<file path="config.mk">
export PLATFORM = sky130hd
export DESIGN_NAME = lab3_mem_cache_mem_arbiter
export DESIGN_NICKNAME = d
export VERILOG_FILES = /design/src/rtl/lab3_mem_cache_mem_arbiter.sv
export SDC_FILE = /design/constraint.sdc
export NUM_CORES = 1
export LEC_CHECK = 0
export BUFFER_PORTS_ARGS = -buffer_cell sky130_fd_sc_hd__buf_4
export CORE_AREA = 2 2 377 379
export DETAILED_ROUTE_END_ITERATION = 16
export DIE_AREA = 0 0 379 381
export GPL_TIMING_DRIVEN = 0
export SETUP_SLACK_MARGIN = 0.4
export SYNTH_ARGS = -nofsm -noshare
export SYNTH_HDL_FRONTEND = slang
export SYNTH_SLANG_ARGS = --single-unit
</file>
<file path="constraint.sdc">
create_clock -name clk -period 2.7 [get_ports clk]
set_input_delay 0.54 -clock clk [delete_from_list [all_inputs] [get_ports clk]]
set_output_delay 0.54 -clock clk [all_outputs]
set_load 0.02 [all_outputs]
</file>
<file path="src/rtl/lab3_mem_cache_mem_arbiter.sv">
// Round-robin arbiter that merges two cache memory ports onto one memory port and routes
// in-order responses back using a FIFO of port IDs. The LAB3_MEM_ARB_FIXED_PRIO_EN macro selects fixed priority with port 0 winning.
package lab3_mem_cache_mem_arbiter_pkg;

  typedef struct packed {
    logic [2:0]   msg_type;
    logic [7:0]   opaque;
    logic [31:0]  addr;
    logic [3:0]   len;
    logic [127:0] data;
  } mem_req_16B_t;

  typedef struct packed {
    logic [2:0]   msg_type;
    logic [7:0]   opaque;
    logic [1:0]   test;
    logic [3:0]   len;
    logic [127:0] data;
  } mem_resp_16B_t;

endpackage

module lab3_mem_cache_mem_arbiter
  import lab3_mem_cache_mem_arbiter_pkg::*;
#(
  parameter int unsigned p_max_outstanding = 4
) (
  input  logic          clk,
  input  logic          reset,

  input  mem_req_16B_t  in0_reqstream_msg,
  input  logic          in0_reqstream_val,
  output logic          in0_reqstream_rdy,
  output mem_resp_16B_t in0_respstream_msg,
  output logic          in0_respstream_val,
  input  logic          in0_respstream_rdy,

  input  mem_req_16B_t  in1_reqstream_msg,
  input  logic          in1_reqstream_val,
  output logic          in1_reqstream_rdy,
  output mem_resp_16B_t in1_respstream_msg,
  output logic          in1_respstream_val,
  input  logic          in1_respstream_rdy,

  output mem_req_16B_t  mem_reqstream_msg,
  output logic          mem_reqstream_val,
  input  logic          mem_reqstream_rdy,
  input  mem_resp_16B_t mem_respstream_msg,
  input  logic          mem_respstream_val,
  output logic          mem_respstream_rdy
);

  localparam int unsigned addr_w = $clog2(p_max_outstanding);
  localparam int unsigned cnt_w  = addr_w + 1;
  localparam logic [cnt_w-1:0] depth = cnt_w'(p_max_outstanding);

  logic [addr_w-1:0] head;
  logic [addr_w-1:0] tail;
  logic [cnt_w-1:0]  count;
  logic              id_fifo [p_max_outstanding];

  logic grant_id;
  logic any_val;
  logic not_full;
  logic can_issue;
  logic push;
  logic pop;
  logic nonempty;
  logic dest;
  logic dest_rdy;

  // ---------------- request path ----------------
  assign any_val   = in0_reqstream_val | in1_reqstream_val;
  assign not_full  = count < depth;
  assign can_issue = mem_reqstream_rdy && not_full;

`ifdef LAB3_MEM_ARB_FIXED_PRIO_EN
  assign grant_id = !in0_reqstream_val && in1_reqstream_val;
`else
  logic prio_reg;

  // With a single valid port it always wins; prio_reg only breaks ties.
  assign grant_id = (in0_reqstream_val && in1_reqstream_val) ? prio_reg : in1_reqstream_val;

  always_ff @(posedge clk or negedge reset) begin
    if (!reset) prio_reg <= 1'b0;
    else if (push) prio_reg <= ~grant_id;
  end
`endif

  assign mem_reqstream_msg = grant_id ? in1_reqstream_msg : in0_reqstream_msg;

  // NOTE: handshake outputs are gated by reset directly so they drop the moment reset asserts,
  // even though the inputs feeding them may still be active.
  assign mem_reqstream_val = reset && any_val && not_full;
  assign in0_reqstream_rdy = reset && can_issue && !grant_id;
  assign in1_reqstream_rdy = reset && can_issue && grant_id;
  assign push              = mem_reqstream_val && mem_reqstream_rdy;

  // ---------------- response path ----------------
  assign nonempty = count != '0;
  assign dest     = id_fifo[head];
  assign dest_rdy = dest ? in1_respstream_rdy : in0_respstream_rdy;

  assign in0_respstream_val = reset && mem_respstream_val && nonempty && !dest;
  assign in1_respstream_val = reset && mem_respstream_val && nonempty && dest;
  assign mem_respstream_rdy = reset && nonempty && dest_rdy;
  assign pop                = mem_respstream_val && mem_respstream_rdy;

  assign in0_respstream_msg = mem_respstream_msg;
  assign in1_respstream_msg = mem_respstream_msg;

  // ---------------- ID FIFO ----------------
  // NOTE: the FIFO storage has no reset; validity is tracked by count, so stale entries are never read.
  always_ff @(posedge clk) begin
    if (push) id_fifo[tail] <= grant_id;
  end

  always_ff @(posedge clk or negedge reset) begin
    if (!reset) begin
      head  <= '0;
      tail  <= '0;
      count <= '0;
    end else begin
      if (push) tail <= tail + addr_w'(1);
      if (pop)  head <= head + addr_w'(1);
      count <= count + cnt_w'(push) - cnt_w'(pop);
    end
  end

`ifndef SYNTHESIS
  always @(posedge clk) begin
    if (reset && mem_respstream_val && !nonempty)
      $error("memory response arrived with no outstanding request");
  end
`endif

endmodule

</file>
* Yosys cells after proc, flatten, opt, wreduce, memory -nomap -nowiden
Memory sizes are Yosys's and may differ from the RTL's.
Cells that the tools add are included.
** Storage, ports and cells
- Flip-flop bits (word level) :: 8
- Bits in writable memories :: 4
- Memories :: 1
- Bits of input ports :: 503
** Cells by class
- Bitwise operators :: 2
- $lt $le $gt $ge :: 1
- Mux-type cells :: 5
- Reductions and logical operators :: 18
- Add/sub/neg operators :: 4
** Memories
- id_fifo :: depth 4, bits a word 1, rd ports 1, clocked after memory_dff 0, wr ports 1, line 60 : logic id_fifo [p_max_outstanding];
** Operators with widths (number)
- two-way mux 175 bit :: 1
- logical AND 1 bit :: 15
- adder 2 x 1 -> 2 bit, second input constant :: 2
- two-way mux 1 bit :: 4
- adder 3 x 1 -> 3 bit :: 1
- < comparator 3 bit, second input constant :: 1
- nonzero test 3 bit :: 1
- subtractor 3 x 1 -> 3 bit :: 1
- zero test 1 bit :: 2
- inverter 1 bit :: 1
- OR 1 bit :: 1

* Depth between registers and ports, before layout
- Word-level depth :: 6
- Mapped depth :: 10
- Depth with buffers taken out :: 10

* Least setup slack after synthesis
OpenSTA, ideal clock, no wires.
- Path kind :: reg2reg
- Start point :: reg head[1]
- End point :: reg count[2]
- Arrival :: 2.183 ns
- Buffers on the path :: 0
- Cell stages (with the launch flop) :: 11
- Library setup time :: 0.123 ns
- Path slack :: 0.394 ns
- Cell sequence :: dfrtp_1 > mux2i_1 > mux2i_1 > mux2i_1 > nor2_1 > ha_1 > inv_1 > ha_1 > fa_1 > xnor2_1 > xnor2_1
** On the way
- Word-level cells in the longest chain between the ends :: 5
** Ends and longest elaborated chain
- start, declared :: line 57 : logic [addr_w-1:0] head;
- start signal, assigned :: line 126 : if (pop) head <= head + addr_w'(1);
- memory (4 x 1 bit)
- two-way mux 1 bit :: line 103 : assign dest_rdy = dest ? in1_respstream_rdy : in0_respstream_rdy;
- logical AND 1 bit :: line 107 : assign mem_respstream_rdy = reset && nonempty && dest_rdy;
- logical AND 1 bit :: line 108 : assign pop = mem_respstream_val && mem_respstream_rdy;
- named net pop :: line 67 : logic pop;
- subtractor 3 x 1 -> 3 bit :: line 127 : count <= count + cnt_w'(push) - cnt_w'(pop);
- end signal, assigned :: line 127
- end, declared :: line 59 : logic [cnt_w-1:0] count;
The timed path passes the listed nets, and every way through them passes these cells.
A chain may end at the register's enable or synchronous reset.

==> key figures <==
Global routing
  • Gr ovfl total: 0
  • Busiest layer in global routing: met2
  • Largest net degree at the start of global routing: 14
  • GR Util met2: 20.4%
  • Number of global-route vias before repair: 9012
  • Initial antenna violation count: 19
  • Tot GR Track Use: 12.2%
  • First-pass GRT wire length: 110 mm
  • Met3 usage: 5.11%
  • Global-route met1 utilization: 14.6%

Pwr
  • Switching portion of total power: 52.8%
  • Psw: 4.67 mW
  • Clock share of power: 3.1%
  • Maximum VDD drop: 0.239 mV
  • Internal Power: 4.17 mW
  • Logic pwr share: 93.0%
  • Total power: 8.84 mW
  • Reg power frac: 3.9%
  • Cell Pwr Density: 450 nW/um2
  • Leak Pwr: 9.73 nW

Floorplan
  • Die Width: 379 um
  • IO Count: 974
  • Starting Density: 3.60%
  • Die H: 381 um
  • Row cnt: 138
  • Die area: 144000 um2
  • CORE AREA: 141000 um2

Drt
  • 1st-pass router iterations: 5
  • Antenna Nets Post-Route: 0
  • Wire length per cell: 27.4 um
  • Via density: 2.62
  • Via count: 9739
  • Routed WL: 102 mm
  • DR DRC count: 0
  • DRT iter0 DRCs: 447

Timing
  • Hold Vio Cnt, Final: 0
  • Fin crit share: 90.3%
  • Endpoints failing setup: 0
  • F_max: 410 MHz
  • Clock period minus worst slack: 2.44 ns
  • Fin. max-slew vios: 0
  • Slew margin rel.: 75.1%
  • RSZ-0062 raised after global routing: yes
  • Least-Margin Pin Slew: 0.372 ns
  • Clock skew: 0.00107 ns

Clocking
  • Clock-pin slew on the worst setup and hold paths: 0.04 ns
  • TritonCTS Buffers: 3
  • Skew-Pair Late Insertion Delay: 0.24 ns
  • H-tree depth: 1
  • Hold buffers post-CTS: 0
  • Clk buf depth: 2
  • Root Buffer: clkbuf_16
  • Clk sinks: 12
  • CTS tree: built

Final layout
  • Biggest register: id_fifo
  • Largest regs: id_fifo (4), count (3)
  • Final Instance Count excl. Fillers: 3719
  • Multi-input logic area: 5310 um2
  • Fin nets: 2320
  • Layout cells sized above 1: 92.6%
  • Max reg flops: 4
  • P&R area growth vs syn: 289%
  • FF/Latch Area: 320 um2
  • Fillers: 15900

Synth
  • Netlist cell types: 25
  • Post-synthesis mux area share: 1.19%
  • Simple-Gate Fraction of Synth Area: 40.8%
  • Sequential area share after synthesis: 6.34%
  • Post-synthesis async set-or-reset flop share: 66.7%
  • Count leader, synth: nand2_1
  • #FFs+latches synth: 12
  • XOR/XNOR share of the synthesized area: 0.693%
  • Synth top area cells: buf_4 45%, nand2_1 39%, dfrtp_1 4.0%
  • Compound-Gate Fraction of Synth Area: 1.29%
  • Post-Synthesis Cells: 914
  • Area share of the largest cell type after synthesis: 44.6%
  • Synthesized Nets: 1424
  • Cell Area, Synth: 5050 um2
  • Synth Warn #: 0
  • Mean area per synthesized cell: 5.53 um2
  • Synth Flop Type: dfrtp_1
  • Largest area contributor in the netlist: buf_4
  • Synth Area in Adders: 1.88%
  • Number of synthesized flops with an enable pin: 4
  • Commonest cells post-synth: 526 x nand2_1, 300 x buf_4, 21 x buf_2
  • Main combinational cell family by area after synthesis: buffers and inverters

Setup path
  • Worst-path cell chain: buf_8 > inv_4 > o21ai_4 > buf_12 > buf_12 > buf_8 > buf_8 > clkbuf_16 > nand2_1 > nand2_1 > buf_4
  • Critical Path Max Stage Delay: 0.19 ns
  • Slowest-stage cell, CP: buf_4
  • WS Path Type: in -> out
  • Setup crit end kind: primary output
  • Peak fanout along the critical path: 5
  • Worst Path Required: 2.16 ns
  • Data arrival, critical path: 1.90 ns
  • CP dominant cell by count: buf_8
  • Critical Path Start Type: input port

Placement
  • Count of input and output buffers: 828
  • Hpwl dp: 88.3 mm
  • GP Congestion: 1.01
  • Placed Cells: 3632

Hold path
  • Hold WC Path Type: in -> async

Run
  • # Max-Cap Violations: 0

Outcome
  • Outcome: finished, final reports clean
## layout make-up
class / count / share of cell area, %
clock inverters: 1 / 0.0191
diodes: 20 / 0.255
multi-input cells: 565 / 27.0
well taps: 1890 / 12.0
plain buffers: 328 / 14.8
flip-flops and latches: 12 / 1.63
clock buffers: 3 / 0.382
inverters: 9 / 0.318
repair buffers: 891 / 43.5
## power groups by stage
stage | Combinational (mW) | Clock, mW | Sequential [mW]
2_1_floorplan | 2.14 | 0 | 0.320
3_3_place_gp | 5.28 | 0 | 0.328
3_5_place_dp | 5.31 | 0 | 0.338
4_1_cts | 6.24 | 0.278 | 0.343
5_1_grt | 8.63 | 0.288 | 0.352
6_report | 8.22 | 0.274 | 0.344
## metal layers
layer  part of all wire, %  vias to the layer above
li1                      -                     4278
met1                    40                     4645
met2                    46                      676
met3                   9.9                      132
met4                   3.3                        8
met5                  0.21                        -
## worst max-delay path: cells and delay by family
family | cells | cell delay, ns
AND/OR/NAND/NOR | 2 | 0.18
buffers and inverters | 8 | 1.00
AO/OA/AOI/OAI | 1 | 0.16
## cells in the final DEF (no fill, tap or decap), drive strengths merged
cell type	n
buf	1192
nand2	526
clkbuf	30
diode	20
dfrtp	8
inv	8
nor2	7
ha	6
mux2i	6
and2	4
edfxtp	4
xnor2	3
o21ai	3
o31ai	2
clkinv	2
nor3b	2
o311ai	1
nand3b	1
nor2b	1
a21oi	1
xor2	1
fa	1
## final timing paths
check                      slack (ns)                     end                 from  depth (start not counted)
min reg2reg                      0.54     head[0]$_DFFE_PN0P_  head[0]$_DFFE_PN0P_                          1
min                              0.13      count[0]$_DFF_PN0_                reset                          1
min in group clk                 0.54     head[0]$_DFFE_PN0P_  head[0]$_DFFE_PN0P_                          1
max reg2reg                      0.30      count[2]$_DFF_PN0_  head[1]$_DFFE_PN0P_                         10
max                              0.26  mem_reqstream_msg[106]    in0_reqstream_val                         11
max in group asynchronous        2.41     tail[1]$_DFFE_PN0P_                reset                          1
## logic make-up (layout without fill, tap and decap cells)
kind of cell | Yosys count | in the layout
AOI/OAI and AO/OA | 7 | 7
buffers and inverters | 337 | 1232
DFF | 12 | 12
other | 0 | 20
and+or+nand+nor | 541 | 541
muxes | 6 | 6
xor gates and xnor gates | 4 | 4
adders and majority gates | 7 | 7
## stage by stage
step           worst slack (ns)  TNS [ns]  util, %  hold WS (ns)  area [um2]
6_report                  0.263         0     14.0         0.130       19700
5_1_grt                   0.171         0     14.0         0.134       19600
4_1_cts                   0.281         0     10.8         0.130       15200
3_5_place_dp             -0.898    -94.44     9.70         0.386       13600
3_3_place_gp             -0.907    -94.44     9.70         0.383       13600
2_1_floorplan             0.435         0        -         0.244        5060
## repair_timing
action	4_1_cts	5_1_grt
buffers inserted	16	13
pin swaps	10	295
resized for setup	329	918
gates cloned	6	28
setup endpoints to repair	183	173
Power figures use the tool's default switching activity.
